**config.mk**
```make
export PLATFORM = sky130hd
export DESIGN_NAME = btn_conditioner
export DESIGN_NICKNAME = d
export VERILOG_FILES = /design/src/rtl/btn_pkg.sv /design/src/rtl/btn_channel.sv /design/src/rtl/btn_conditioner.sv
export SDC_FILE = /design/constraint.sdc
export NUM_CORES = 1
export LEC_CHECK = 0
export BUFFER_PORTS_ARGS = -buffer_cell sky130_fd_sc_hd__buf_2
export CORE_ASPECT_RATIO = 1.75
export CORE_MARGIN = 3
export CORE_UTILIZATION = 40
export CTS_CLUSTER_DIAMETER = 30
export DETAILED_ROUTE_END_ITERATION = 10
export GPL_ROUTABILITY_DRIVEN = 0
export PLACE_DENSITY = 0.58
export SLEW_MARGIN = 20
export SYNTH_ARGS = -nofsm -noshare
export SYNTH_HDL_FRONTEND = slang
export SYNTH_SLANG_ARGS = --single-unit
```
**constraint.sdc**
```tcl
create_clock -name clk -period 9.5 [get_ports clk]
set_input_delay 0.475 -clock clk [delete_from_list [all_inputs] [get_ports clk]]
set_output_delay 0.475 -clock clk [all_outputs]
set_load 0.01 [all_outputs]
```
**src/rtl/btn_pkg.sv**
```systemverilog
// Shared types and default timing for the button conditioner.
package btn_pkg;

    // Per-channel hold state
    typedef enum logic [1:0] {
        ST_IDLE = 2'd0,
        ST_HELD = 2'd1,
        ST_LONG = 2'd2
    } btn_state_e;

    // Default timing at 25 MHz: 10 ms debounce, 1 s long press, 200 ms repeat
    localparam int unsigned CNT_MAX_DEF  = 250_000;
    localparam int unsigned LONG_MAX_DEF = 25_000_000;
    localparam int unsigned REP_MAX_DEF  = 5_000_000;

    // Per-channel output bundle
    typedef struct packed {
        logic level;
        logic press;
        logic release_pulse;
        logic long_press;
        logic repeat_pulse;
    } btn_evt_t;

endpackage

```
**src/rtl/btn_channel.sv**
```systemverilog
// One button channel: synchroniser, debouncer and press/hold/repeat FSM.
module btn_channel
    import btn_pkg::*;
#(
    parameter int unsigned CNT_MAX    = CNT_MAX_DEF,
    parameter int unsigned LONG_MAX   = LONG_MAX_DEF,
    parameter int unsigned REP_MAX    = REP_MAX_DEF,
    parameter bit          ACTIVE_LOW = 1'b1,
    parameter bit          REPEAT_EN  = 1'b1
) (
    input  logic     clk,
    input  logic     rst,
    input  logic     raw,
    output btn_evt_t evt
);

    localparam int unsigned CNT_W  = $clog2(CNT_MAX + 1);
    localparam int unsigned HOLD_W = $clog2(LONG_MAX + 1);
    localparam int unsigned REP_W  = $clog2(REP_MAX + 1);

    localparam logic [CNT_W-1:0]  CNT_LAST  = CNT_W'(CNT_MAX - 1);
    localparam logic [HOLD_W-1:0] HOLD_LAST = HOLD_W'(LONG_MAX);
    localparam logic [REP_W-1:0]  REP_LAST  = REP_W'(REP_MAX - 1);
    localparam logic              RAW_IDLE  = ACTIVE_LOW;

    logic [1:0]        sync_q;
    logic              pressed_c;
    logic              level_q;
    logic [CNT_W-1:0]  cnt_q;
    logic              flip_c;
    logic              rise_c;
    logic              fall_c;

    btn_state_e        state_q, state_d;
    logic [HOLD_W-1:0] hold_q, hold_d;
    logic [REP_W-1:0]  rep_q, rep_d;
    logic              press_q, press_d;
    logic              release_q, release_d;
    logic              long_q, long_d;
    logic              repeat_q, repeat_d;

    // Two-flop synchroniser, parked at the not-pressed raw level in reset
    always_ff @(posedge clk or posedge rst) begin
        if (rst) sync_q <= {2{RAW_IDLE}};
        else     sync_q <= {sync_q[0], raw};
    end

    assign pressed_c = sync_q[1] ^ RAW_IDLE;

    // Level flips on the edge that completes CNT_MAX consecutive mismatches
    assign flip_c = (pressed_c != level_q) && (cnt_q == CNT_LAST);
    assign rise_c = flip_c && !level_q;
    assign fall_c = flip_c &&  level_q;

    // Debounce counter and debounced level; counter tops out at CNT_LAST
    always_ff @(posedge clk or posedge rst) begin
        if (rst) begin
            cnt_q   <= '0;
            level_q <= 1'b0;
        end else begin
            if ((pressed_c == level_q) || flip_c) cnt_q <= '0;
            else                                  cnt_q <= cnt_q + CNT_W'(1);
            if (flip_c) level_q <= ~level_q;
        end
    end

    // Hold FSM next state; pulses align with the edge that changes level
    always_comb begin
        state_d   = state_q;
        hold_d    = hold_q;
        rep_d     = rep_q;
        press_d   = 1'b0;
        release_d = 1'b0;
        long_d    = 1'b0;
        repeat_d  = 1'b0;
        case (state_q)
            ST_IDLE: begin
                if (rise_c) begin
                    state_d = ST_HELD;
                    press_d = 1'b1;
                    hold_d  = HOLD_W'(1);
                end
            end
            ST_HELD: begin
                if (fall_c) begin
                    state_d   = ST_IDLE;
                    release_d = 1'b1;
                    hold_d    = '0;
                end else if (hold_q == HOLD_LAST) begin
                    state_d = ST_LONG;
                    long_d  = 1'b1;
                    rep_d   = '0;
                end else begin
                    hold_d = hold_q + HOLD_W'(1);
                end
            end
            ST_LONG: begin
                // hold_q stays at LONG_MAX here so it can never re-enter HELD
                if (fall_c) begin
                    state_d   = ST_IDLE;
                    release_d = 1'b1;
                    hold_d    = '0;
                    rep_d     = '0;
                end else if (REPEAT_EN) begin
                    if (rep_q == REP_LAST) begin
                        repeat_d = 1'b1;
                        rep_d    = '0;
                    end else begin
                        rep_d = rep_q + REP_W'(1);
                    end
                end
            end
            default: begin
                state_d = ST_IDLE;
                hold_d  = '0;
                rep_d   = '0;
            end
        endcase
    end

    // FSM state, counters and registered pulses
    always_ff @(posedge clk or posedge rst) begin
        if (rst) begin
            state_q   <= ST_IDLE;
            hold_q    <= '0;
            rep_q     <= '0;
            press_q   <= 1'b0;
            release_q <= 1'b0;
            long_q    <= 1'b0;
            repeat_q  <= 1'b0;
        end else begin
            state_q   <= state_d;
            hold_q    <= hold_d;
            rep_q     <= rep_d;
            press_q   <= press_d;
            release_q <= release_d;
            long_q    <= long_d;
            repeat_q  <= repeat_d;
        end
    end

    assign evt = '{level:         level_q,
                   press:         press_q,
                   release_pulse: release_q,
                   long_press:    long_q,
                   repeat_pulse:  repeat_q};

endmodule

```
**src/rtl/btn_conditioner.sv**
```systemverilog
// N_CH independent button conditioners. "release" and "repeat" are reserved
// words, so those outputs carry a _pulse suffix.
module btn_conditioner
    import btn_pkg::*;
#(
    parameter int unsigned N_CH       = 4,
    parameter int unsigned CNT_MAX    = CNT_MAX_DEF,
    parameter bit          ACTIVE_LOW = 1'b1,
    parameter int unsigned LONG_MAX   = LONG_MAX_DEF,
    parameter int unsigned REP_MAX    = REP_MAX_DEF,
    parameter bit          REPEAT_EN  = 1'b1
) (
    input  logic            clk,
    input  logic            rst,
    input  logic [N_CH-1:0] in_raw,
    output logic [N_CH-1:0] level,
    output logic [N_CH-1:0] press,
    output logic [N_CH-1:0] release_pulse,
    output logic [N_CH-1:0] long_press,
    output logic [N_CH-1:0] repeat_pulse
);

    // One self-contained channel per button
    for (genvar i = 0; i < int'(N_CH); i++) begin : g_ch
        btn_evt_t evt;

        btn_channel #(
            .CNT_MAX    (CNT_MAX),
            .LONG_MAX   (LONG_MAX),
            .REP_MAX    (REP_MAX),
            .ACTIVE_LOW (ACTIVE_LOW),
            .REPEAT_EN  (REPEAT_EN)
        ) u_ch (
            .clk (clk),
            .rst (rst),
            .raw (in_raw[i]),
            .evt (evt)
        );

        assign level[i]         = evt.level;
        assign press[i]         = evt.press;
        assign release_pulse[i] = evt.release_pulse;
        assign long_press[i]    = evt.long_press;
        assign repeat_pulse[i]  = evt.repeat_pulse;
    end

endmodule

```
==> flow_metrics.env, run 1 <==
export IMPL_slew_viol_final=0
export IMPL_die_h_um=274
export IMPL_ys_warnings_count=0
export IMPL_grt_use_met1=0.211
export IMPL_synthDistinctLibCells=67
export IMPL_grt_pass1_wl_mm=68.3
export IMPL_period_share=0.358
export IMPL_finalPower_mw=3.34
export IMPL_post_place_cells=2350
export IMPL_wl_per_cell_um=15.9
export IMPL_drv_cap=0
export IMPL_cts_buffers=55
export IMPL_endpoint_kind="register"
export IMPL_vias=14100
export IMPL_core_area_um2=40400
export IMPL_die_width_um=159
export IMPL_timing_hold_violations_final=0
export IMPL_initial_core_util=0.408
export IMPL_yosys_area_top_type_share=0.443
export IMPL_setup_tns_ps=0
export IMPL_antenna_found_initial=0
export IMPL_ys_seq_area_frac=0.456
export IMPL_hold_class="input port to asynchronous set/reset pin"
export IMPL_drtAntennaViolNets=0
export IMPL_drt_pass1_iterations=5
export IMPL_rows=97
export IMPL_cts_tree="yes"
export IMPL_nets=1901
export IMPL_cts_setup_buffers=0
export IMPL_cts_sinks=300
export IMPL_gr_usage_met3=0.0249
export IMPL_synth_edf_count=0
export IMPL_powerDensity_nw_per_um2=175
export IMPL_max_slew_margin=0.226
export IMPL_startpoint_type="register"
export IMPL_r2r_start="g_ch[3].u_ch.hold_q[5]"
export IMPL_grt_met2_usage=0.337
export IMPL_grt_busiest_layer="met2"
export IMPL_drc=0
export IMPL_worstSetupPathType="register to register"
export IMPL_fillers=3863
export IMPL_ys_ff_latch=300
export IMPL_yosys_area_top_type="dfrtp_1"
export IMPL_fmax_mhz=294
export IMPL_drt_iter0_markers=941
export IMPL_die_area_um2=43800
export IMPL_syn2layout_area_growth_pct=15.5
export IMPL_rr_endpoint="g_ch[3].u_ch.rep_q[7]"
export IMPL_reg2reg_slack_ps=6100
export IMPL_layout_min_cycle_time_ps=3400
export IMPL_routed_wl_mm=39.2
export IMPL_clockBufferDepth=3
export IMPL_grt_overflow_total=0
export IMPL_clock_latency_ps=590
export IMPL_synth_area_um2=16500
export IMPL_r2r_worst_path_cells=6
export IMPL_io_pins=26
export IMPL_ctsHtreeMaxLevel=2
export IMPL_worst_slew_pin_slew_ps=1150
export IMPL_outcome="finished, final reports clean"
export IMPL_io_buffer_count=25
export IMPL_preCtsSetupSlack_ps=6110
export IMPL_synth_flop_cell="dfrtp_1"
export IMPL_async_reset_ff_frac=1.00
export IMPL_diodes=0
export IMPL_hpwl_mm=26.2
export IMPL_synth_area_top_cells="dfrtp_1 (44%), o21ai_0 (5.7%), nand3_1 (4.0%)"
export IMPL_path_max_fanout=24
export IMPL_avgSynthCellArea_um2=8.91
export IMPL_skew_ps=18.6
export IMPL_grt_pass1_vias=14000
export IMPL_vias_per_cell=5.73
export IMPL_cts_root_buf="clkbuf_16"
export IMPL_finalSetupViolCount=0
export IMPL_path_clk_slew_ps=60
export IMPL_gr_usage_all_layers=0.181
export IMPL_worstPathArrival_ps=3910
export IMPL_netlist_instances=1850
export IMPL_cp_required_ps=10010
export IMPL_p_leak_nw=7.65
export IMPL_syn_num_nets=1884
export IMPL_rsz0062_at_grt="false"
export IMPL_peakVddDrop_v=0.000140
export IMPL_stdcell_count=2458
export IMPL_layout_setup_ws_ps=6100
export IMPL_drive_above_1_share=0.0961
export IMPL_grt_max_degree=96
## layer usage
layer  wire length, um  vias up
met3              1320       85
met4              1120        0
met5                 0        -
li1                  -     6862
met2             20800      286
met1             15900     6841
## worst max-delay path by stage
stage / startpoint / end / slack (ps) / cells after the start
detailed placement: g_ch[3].u_ch.hold_q[5] / g_ch[3].u_ch.rep_q[7] / 6110 / 6
floorplan: rst / g_ch[0].u_ch.cnt_q[0] / 750 / 1
CTS: g_ch[3].u_ch.hold_q[5] / g_ch[3].u_ch.rep_q[7] / 6090 / 6
global placement: g_ch[3].u_ch.hold_q[5] / g_ch[3].u_ch.rep_q[7] / 6150 / 6
global route: g_ch[0].u_ch.cnt_q[0] / g_ch[0].u_ch.hold_q[14] / 5790 / 7
finish: g_ch[3].u_ch.hold_q[5] / g_ch[3].u_ch.rep_q[7] / 6100 / 6
## Yosys cell counts, types with 18 or more instances
master	number
a21oi_1	54
a31oi_1	20
and2_1	35
and3_1	49
and4_1	29
buf_4	20
clkbuf_1	61
dfrtp_1	292
ha_1	28
inv_1	70
nand2_1	143
nand2b_1	18
nand3_1	133
nand4_1	58
nor2_1	177
nor3_1	51
nor4_1	29
nor4b_1	19
o21ai_0	187
o31ai_1	73
or3_1	34
xnor2_1	33
xor2_1	34
## sequential cells by signal, indices dropped and copies added, names as in the netlist
| signal | cells |
|---|---|
| g_ch.u_ch.long_q | 4 |
| g_ch.u_ch.press_q | 4 |
| g_ch.u_ch.hold_q | 100 |
| g_ch.u_ch.sync_q | 8 |
| g_ch.u_ch.cnt_q | 72 |
| g_ch.u_ch.rep_q | 92 |
| g_ch.u_ch.release_q | 4 |
| g_ch.u_ch.repeat_q | 4 |
| g_ch.u_ch.state_q | 8 |
| g_ch.u_ch.level_q | 4 |
## placed cells by master, fill, tap and decap left out, drive strengths merged, types with 13 or more instances in the layout
cell type,n
dfrtp,292
o21ai,199
nor2,177
nand2,143
nand3,133
inv,84
o31ai,75
nand4,59
clkbuf,57
a21oi,54
nor3,51
and3,49
buf,46
and2,36
or3,35
xor2,34
xnor2,33
and4,29
nor4,29
ha,28
a31oi,20
nor4b,19
nand2b,18
o41ai,17
or4,16
o311ai,15
clkinv,14
or2,13
clkinvlp,13
## per-stage QoR
stage	utilization	hold WS (ps)	cell area [um2]
after floorplan	-	345	16500
after global placement	0.422	349	17000
after detailed placement	0.422	348	17100
after CTS	0.471	35.6	19000
after global routing	0.471	66.0	19000
final	0.471	15.2	19000
## where the power goes
| group | internal (mW) | switching [mW] | leakage [nW] |
|---|---|---|---|
| clock | 1.26 | 0.748 | 0.899 |
| sequential | 1.29 | 0.00498 | 4.16 |
| combinational | 0.00817 | 0.0343 | 2.59 |
## cell type report
cell class / count / area, um2 / share of cell area
clock buffer: 57 / 1380 / 0.0727
clock inverter: 47 / 537 / 0.0282
inverter: 70 / 270 / 0.0142
multi-input combinational: 1390 / 8310 / 0.437
sequential: 300 / 7520 / 0.395
tap: 544 / 681 / 0.0358
timing repair buffer: 50 / 327 / 0.0172
## critical path, cell delays in order (launching register included)
cell and delay, ps:
dfrtp_1 450, nor4b_1 430, nand4_1 230, o31ai_1 430
nand4_1 880, or4_1 800, nand3_1 100
## cells by family (layout without fill, tap and decap cells)
group | after synthesis | in the layout | share of synthesized area
compound gates | 445 | 445 | 0.170
simple gates | 845 | 845 | 0.272
flops | 300 | 300 | 0.456
fa+ha+maj | 28 | 28 | 0.0213
buf+inv | 160 | 224 | 0.0416
xor+xnor | 67 | 67 | 0.0356
mux | 5 | 5 | 0.00304
## what timing repair did
item                                   4_1_cts  5_1_grt
endpoints found under the hold margin        4        0
gates resized for setup                      0        0
hold buffers                                 4        0
setup endpoints to repair                    0        0
(Power assumes the default switching activity.)
==> inputs of run 2 (changes only) <==
ABC_AREA = 1   (was not set)
clock period = 3.6 ns   (was 9.5 ns; I/O delays follow)
==> run 2 against run 1 <==
Effect of this change: sequential power grew to 2.6 times the previous value; synthesized cell count is 61% higher; combinational power grew to 2.7 times the previous value; wire length is 26% higher; clock-buffer cell count is 18 higher; cell count is 51% higher; hold slack better by 210 ps; final area is 18% higher; first-iteration DRC count is 3.4% lower.
==> flow_metrics.env, run 2 <==
export IMPL_async_reset_ff_frac=1.00
export IMPL_drt_pass1_iterations=5
export IMPL_gr_usage_all_layers=0.192
export IMPL_grt_met2_usage=0.366
export IMPL_outcome="finished, final reports clean"
export IMPL_powerDensity_nw_per_um2=414
export IMPL_yosys_area_share_simple=0.450
export IMPL_period_share=0.765
export IMPL_rows=107
export IMPL_final_common_cell="nand2_1"
export IMPL_endpoint_kind="register"
export IMPL_fmax_mhz=363
export IMPL_cts_sinks=300
export IMPL_synthDistinctLibCells=46
export IMPL_antenna_found_initial=0
export IMPL_grt_pass1_wl_mm=85.7
export IMPL_synth_top_family_by_area="simple AND/OR/NAND/NOR gates"
export IMPL_ys_warnings_count=0
export IMPL_initial_core_util=0.405
export IMPL_top_regs="g_ch.u_ch.hold_q x100, g_ch.u_ch.rep_q x92, g_ch.u_ch.cnt_q x72"
export IMPL_rsz0062_at_grt="false"
export IMPL_cts_root_buf="clkbuf_16"
export IMPL_muxShareOfSynthArea=0
export IMPL_post_cts_resize_count=0
export IMPL_routed_wl_mm=49.4
export IMPL_die_area_um2=52300
export IMPL_clkPwrFrac=0.622
export IMPL_largest_register_ffs=100
export IMPL_layout_min_cycle_time_ps=2750
export IMPL_drive_above_1_share=0.0772
export IMPL_synth_common_cells="nand2_1 (1022), nor2_1 (512), dfrtp_1 (292), inv_1 (291), nand3_1 (289)"
export IMPL_grt_busiest_layer="met2"
export IMPL_finalSetupViolCount=0
export IMPL_synth_edf_count=0
export IMPL_seqPwrFrac=0.365
export IMPL_cts_tree="yes"
export IMPL_fillers=5025
export IMPL_wl_per_cell_um=13.3
export IMPL_finalPower_mw=9.34
export IMPL_grt_pass1_vias=18400
export IMPL_top_register="g_ch.u_ch.hold_q"
export IMPL_diodes=0
export IMPL_die_h_um=300
export IMPL_hold_class="input port to register"
export IMPL_slew_viol_final=0
export IMPL_skew_ps=18.9
export IMPL_cts_setup_buffers=0
export IMPL_max_slew_margin=0.359
export IMPL_drt_iter0_markers=909
export IMPL_p_int_mw=7.21
export IMPL_ys_seq_area_frac=0.380
export IMPL_nets=3037
export IMPL_path_max_fanout=25
export IMPL_drtAntennaViolNets=0
export IMPL_worstSetupPathType="register to register"
export IMPL_cts_buffers=61
export IMPL_io_buffer_count=25
export IMPL_core_area_um2=48900
export IMPL_drc=0
export IMPL_vias=18300
export IMPL_p_sw_mw=2.13
export IMPL_drv_cap=0
export IMPL_peakVddDrop_v=0.000383
export IMPL_synth_flop_cell="dfrtp_1"
export IMPL_grt_overflow_total=0
export IMPL_synth_fa_ha_area_frac=0.0177
export IMPL_vias_per_cell=4.94
export IMPL_multi_input_area_um2=10600
export IMPL_synth_xor_area_frac=0.0513
export IMPL_gr_usage_met3=0.0244
export IMPL_worstPathArrival_ps=3270
export IMPL_clockBufferDepth=3
export IMPL_die_width_um=174
export IMPL_io_pins=26
export IMPL_final_cell_mix="nand2_1 (1022), nor2_1 (512), dfrtp_1 (292), inv_1 (290), nand3_1 (289)"
export IMPL_worst_slew_pin_slew_ps=961
export IMPL_startpoint_type="register"
export IMPL_pwr_share_comb=0.012
export IMPL_ctsHtreeMaxLevel=2
export IMPL_grt_use_met1=0.206
export IMPL_cp_required_ps=4120
export IMPL_hold_ws_ps=225
export IMPL_p_sw_frac=0.228
export IMPL_synth_compound_area_frac=0.0174
export IMPL_grt_max_degree=161
export IMPL_clock_latency_ps=600
export IMPL_path_clk_slew_ps=50
export IMPL_cts_hold_buffers=5
export IMPL_yosys_area_top_type="dfrtp_1"
export IMPL_syn_num_nets=3012
export IMPL_netlist_instances=2978
export IMPL_avgSynthCellArea_um2=6.65
export IMPL_p_leak_nw=10.4
export IMPL_syn2layout_area_growth_pct=13.8
export IMPL_layout_area_seq_um2=7520
export IMPL_timing_hold_violations_final=0
export IMPL_synth_area_um2=19800
export IMPL_synth_area_top_cells="dfrtp_1 (37%), nand2_1 (19%), nor2_1 (9.7%)"
export IMPL_design_area_um2=22500
export IMPL_ys_ff_latch=300
export IMPL_hpwl_mm=35.1
export IMPL_synth_most_common_cell="nand2_1"
export IMPL_placed_cell_area_um2=20400
export IMPL_yosys_area_top_type_share=0.369
[run 2: changes by cell type after synthesis, moves of 40 or more]
cell      change
nand3_1     +156
o21ai_0     -165
o31ai_1      -73
clkbuf_1     -40
xor2_1       +58
and3_1       -47
inv_1       +221
nor2_1      +335
nand2_1     +879
[run 2: per-stage QoR]
stage                     TNS [ps]   util  setup WS (ps)  instances
after floorplan            -163670      -           -561       2978
after global placement           0  0.416            988       3589
after detailed placement         0  0.416            845       3589
after CTS                        0  0.461            839       3710
after global routing             0  0.461            555       3710
final                            0  0.461            847       3710
[run 2: worst paths after layout]
| path | start | endpoint | slack [ps] | cells after the start |
|---|---|---|---|---|
| min in group asynchronous | rst | g_ch[2].u_ch.state_q[1] | 310 | 4 |
| hold / removal | in_raw[2] | g_ch[2].u_ch.sync_q[0] | 230 | 2 |
| hold reg to reg | g_ch[0].u_ch.sync_q[0] | g_ch[0].u_ch.sync_q[1] | 360 | 0 |
| setup reg to reg | g_ch[1].u_ch.cnt_q[0] | g_ch[1].u_ch.hold_q[3] | 850 | 9 |
| setup / recovery | g_ch[1].u_ch.cnt_q[0] | g_ch[1].u_ch.hold_q[3] | 850 | 9 |
| max in group asynchronous | rst | g_ch[1].u_ch.rep_q[2] | 2440 | 4 |
[run 2: area by class of cell]
class,instances,share of cell area
clock buffers,75,0.0746
multi-input cells,2290,0.471
inverters,309,0.0517
repair buffers,41,0.0125
well taps,654,0.0363
flip-flops and latches,300,0.334
clock inverters,41,0.0203
[run 2: power groups by stage]
stage / combinational, mW / sequential, mW / clock, mW
finish: 0.115 / 3.41 / 5.81
detailed placement: 0.120 / 3.47 / 0
CTS: 0.124 / 3.41 / 5.97
global placement: 0.118 / 3.47 / 0
floorplan: 0.0807 / 3.47 / 0
global route: 0.138 / 3.41 / 6.14
[run 2: kinds of logic after synthesis]
group	Yosys count
and+or+nand+nor	2083
buffers and inverters	388
DFF	300
xor gates and xnor gates	116
AOI/OAI and AO/OA	63
adders and majority gates	28
[run 2: worst max-delay path, stage by stage (launching register included)]
cell and delay, ps:
dfrtp_1 400, ha_1 230, nand2_1 90, nor2_1 270, nand4_1 540, nand2_1 480
nor2_2 130, nor2_8 340, nand2_1 110, nand2_1 80
[run 2: per-layer routing]
| metal | share of wire | wire, um | vias to the layer above |
|---|---|---|---|
| met4 | 0.047 | 2330 | 0 |
| met3 | 0.030 | 1470 | 158 |
| met2 | 0.53 | 26100 | 317 |
| li1 | - | - | 9401 |
| met1 | 0.40 | 19500 | 8465 |
| met5 | 0 | 0 | - |
==> inputs of run 3 (changes only) <==
PLACE_DENSITY = 0.6   (was 0.58)
clock period = 2.3 ns   (was 3.6 ns; I/O delays follow)
==> run 3 against run 2 <==
Effect of this change: first-iteration DRC count rose by 0.55%; power grew 67%; register-to-register slack worse by 630 ps; largest power group unchanged; critical path type unchanged; combinational power rose by 75%; sequential share of layout area shrank 0.95 points; sequential power rose by 57%; flip-flop and latch count unchanged; clock skew up 9.0 ps; via count increased by 1.9%; highest routed layer unchanged.
==> flow_metrics.env, run 3 (synthesized netlist as in run 2, its figures left out) <==
export IMPL_outcome="finished, final reports clean"
export IMPL_powerDensity_nw_per_um2=674
export IMPL_io_buffer_count=25
export IMPL_ctsHtreeMaxLevel=3
export IMPL_nets=3091
export IMPL_drv_cap=0
export IMPL_top_register="g_ch.u_ch.hold_q"
export IMPL_cts_tree="yes"
export IMPL_drt_pass1_iterations=5
export IMPL_cts_buffers=71
export IMPL_met1_length_mm=19.4
export IMPL_initial_core_util=0.405
export IMPL_grt_overflow_total=0
export IMPL_rows=107
export IMPL_final_common_cell="nand2_1"
export IMPL_reg2reg_slack_ps=220
export IMPL_p_sw_mw=3.49
export IMPL_hold_class="input port to register"
export IMPL_top_regs="g_ch.u_ch.hold_q x100, g_ch.u_ch.rep_q x92, g_ch.u_ch.cnt_q x72"
export IMPL_period_share=0.905
export IMPL_io_pins=26
export IMPL_startpoint_type="register"
export IMPL_endpoint_kind="register"
export IMPL_path_clk_slew_ps=50
export IMPL_clkPwrFrac=0.645
export IMPL_finalSetupViolCount=0
export IMPL_grt_max_degree=93
export IMPL_hpwl_mm=36.6
export IMPL_die_width_um=174
export IMPL_peakVddDrop_v=0.000641
export IMPL_highest_layer="met4"
export IMPL_timing_hold_violations_final=0
export IMPL_gr_usage_all_layers=0.196
export IMPL_min_to="g_ch[3].u_ch.sync_q[0]"
export IMPL_slew_viol_final=0
export IMPL_syn2layout_area_growth_pct=17.1
export IMPL_rsz0062_at_grt="false"
export IMPL_crit_path_start="g_ch[1].u_ch.cnt_q[0]"
export IMPL_skew_ps=28.0
export IMPL_worst_slew_pin_slew_ps=622
export IMPL_p_leak_nw=10.8
export IMPL_r2r_worst_path_cells=10
export IMPL_drtAntennaViolNets=0
export IMPL_stdcell_count=3769
export IMPL_cts_sinks=300
export IMPL_worstSetupPathType="register to register"
export IMPL_vias=18700
export IMPL_utilization=0.475
export IMPL_met3_length_mm=1.82
export IMPL_vias_per_cell=4.96
export IMPL_wl_met2_mm=27.1
export IMPL_p_sw_frac=0.223
export IMPL_drc=0
export IMPL_drt_iter0_markers=914
export IMPL_min_path_cells=2
export IMPL_seqPwrFrac=0.342
export IMPL_final_cell_mix="nand2_1 (1022), nor2_1 (510), dfrtp_1 (292), inv_1 (290), nand3_1 (289)"
export IMPL_die_area_um2=52300
export IMPL_fmax_mhz=480
export IMPL_hp_start="in_raw[3]"
export IMPL_routed_wl_mm=51.0
export IMPL_cp_required_ps=2760
export IMPL_post_place_cells=3632
export IMPL_largest_register_ffs=100
export IMPL_cts_root_buf="clkbuf_16"
export IMPL_antenna_found_initial=0
export IMPL_r2r_start="g_ch[1].u_ch.cnt_q[0]"
export IMPL_diodes=0
export IMPL_max_slew_margin=0.584
export IMPL_p_int_mw=12.1
export IMPL_clockBufferDepth=3
export IMPL_drive_above_1_share=0.0947
export IMPL_core_area_um2=48900
export IMPL_clock_latency_ps=600
export IMPL_wl_per_cell_um=13.5
export IMPL_grt_pass1_vias=18700
export IMPL_path_max_fanout=12
export IMPL_layout_min_cycle_time_ps=2080
export IMPL_grt_pass1_wl_mm=86.5
export IMPL_pwr_share_comb=0.013
export IMPL_rr_endpoint="g_ch[1].u_ch.hold_q[9]"
export IMPL_worstPathArrival_ps=2540
export IMPL_die_h_um=300
## run 3: layout make-up
type                            count  area, um2
Clock buffer                       89       1970
Sequential cell                   300       7520
Multi-Input combinational cell   2291      10600
Fill cell                        4899      25700
Inverter                          309       1160
Clock inverter                     42        448
Timing Repair Buffer               84        643
Tap cell                          654        818
## run 3: worst max-delay path by stage
stage,endpoint,slack (ps),depth (start not counted)
global route,g_ch[0].u_ch.hold_q[24],2,11
floorplan,g_ch[0].u_ch.cnt_q[0],-1800,1
detailed placement,g_ch[3].u_ch.hold_q[15],110,10
finish,g_ch[1].u_ch.hold_q[9],220,10
CTS,g_ch[3].u_ch.hold_q[6],100,10
global placement,g_ch[3].u_ch.hold_q[23],180,10
## run 3: what timing repair did
action	CTS	global route
hold endpoints to repair	205	0
setup buffers	0	0
setup endpoints to repair	0	60
resized for setup	0	4
hold buffers	5	0
## run 3: worst max-delay path, cell delays in order (launching register included)
cell	delay, ps
dfrtp_1	410
ha_1	260
nand2_1	110
nor2_2	60
nand4_1	110
buf_4	210
nand2_1	100
nor2_2	370
nor2_4	170
nand2_1	110
nand2_1	50
## run 3: per-stage QoR
stage | TNS (ps) | hold WS (ps) | power (mW) | setup WS (ps) | instance area [um2]
2_1_floorplan | -530110 | 119 | 5.55 | -1800 | 19800
3_3_place_gp | 0 | 224 | 5.63 | 179 | 20700
3_5_place_dp | 0 | 227 | 5.63 | 114 | 20700
4_1_cts | 0 | 122 | 15.9 | 100 | 23200
5_1_grt | 0 | 145 | 16.2 | 1.57 | 23200
6_report | 0 | 153 | 15.6 | 217 | 23200
## run 3: power by group through the flow
stage / clock [mW] / combinational, mW / sequential (mW)
6_report: 10.1 / 0.201 / 5.35
3_5_place_dp: 0 / 0.206 / 5.43
4_1_cts: 10.4 / 0.213 / 5.34
5_1_grt: 10.6 / 0.235 / 5.34
2_1_floorplan: 0 / 0.126 / 5.42
3_3_place_gp: 0 / 0.201 / 5.43
## run 3: layer usage
layer | GRT usage | vias to the layer above
li1 | - | 9513
met1 | 0.200 | 8613
met2 | 0.374 | 375
met3 | 0.0327 | 185
met4 | 0.112 | 0
met5 | 0 | -
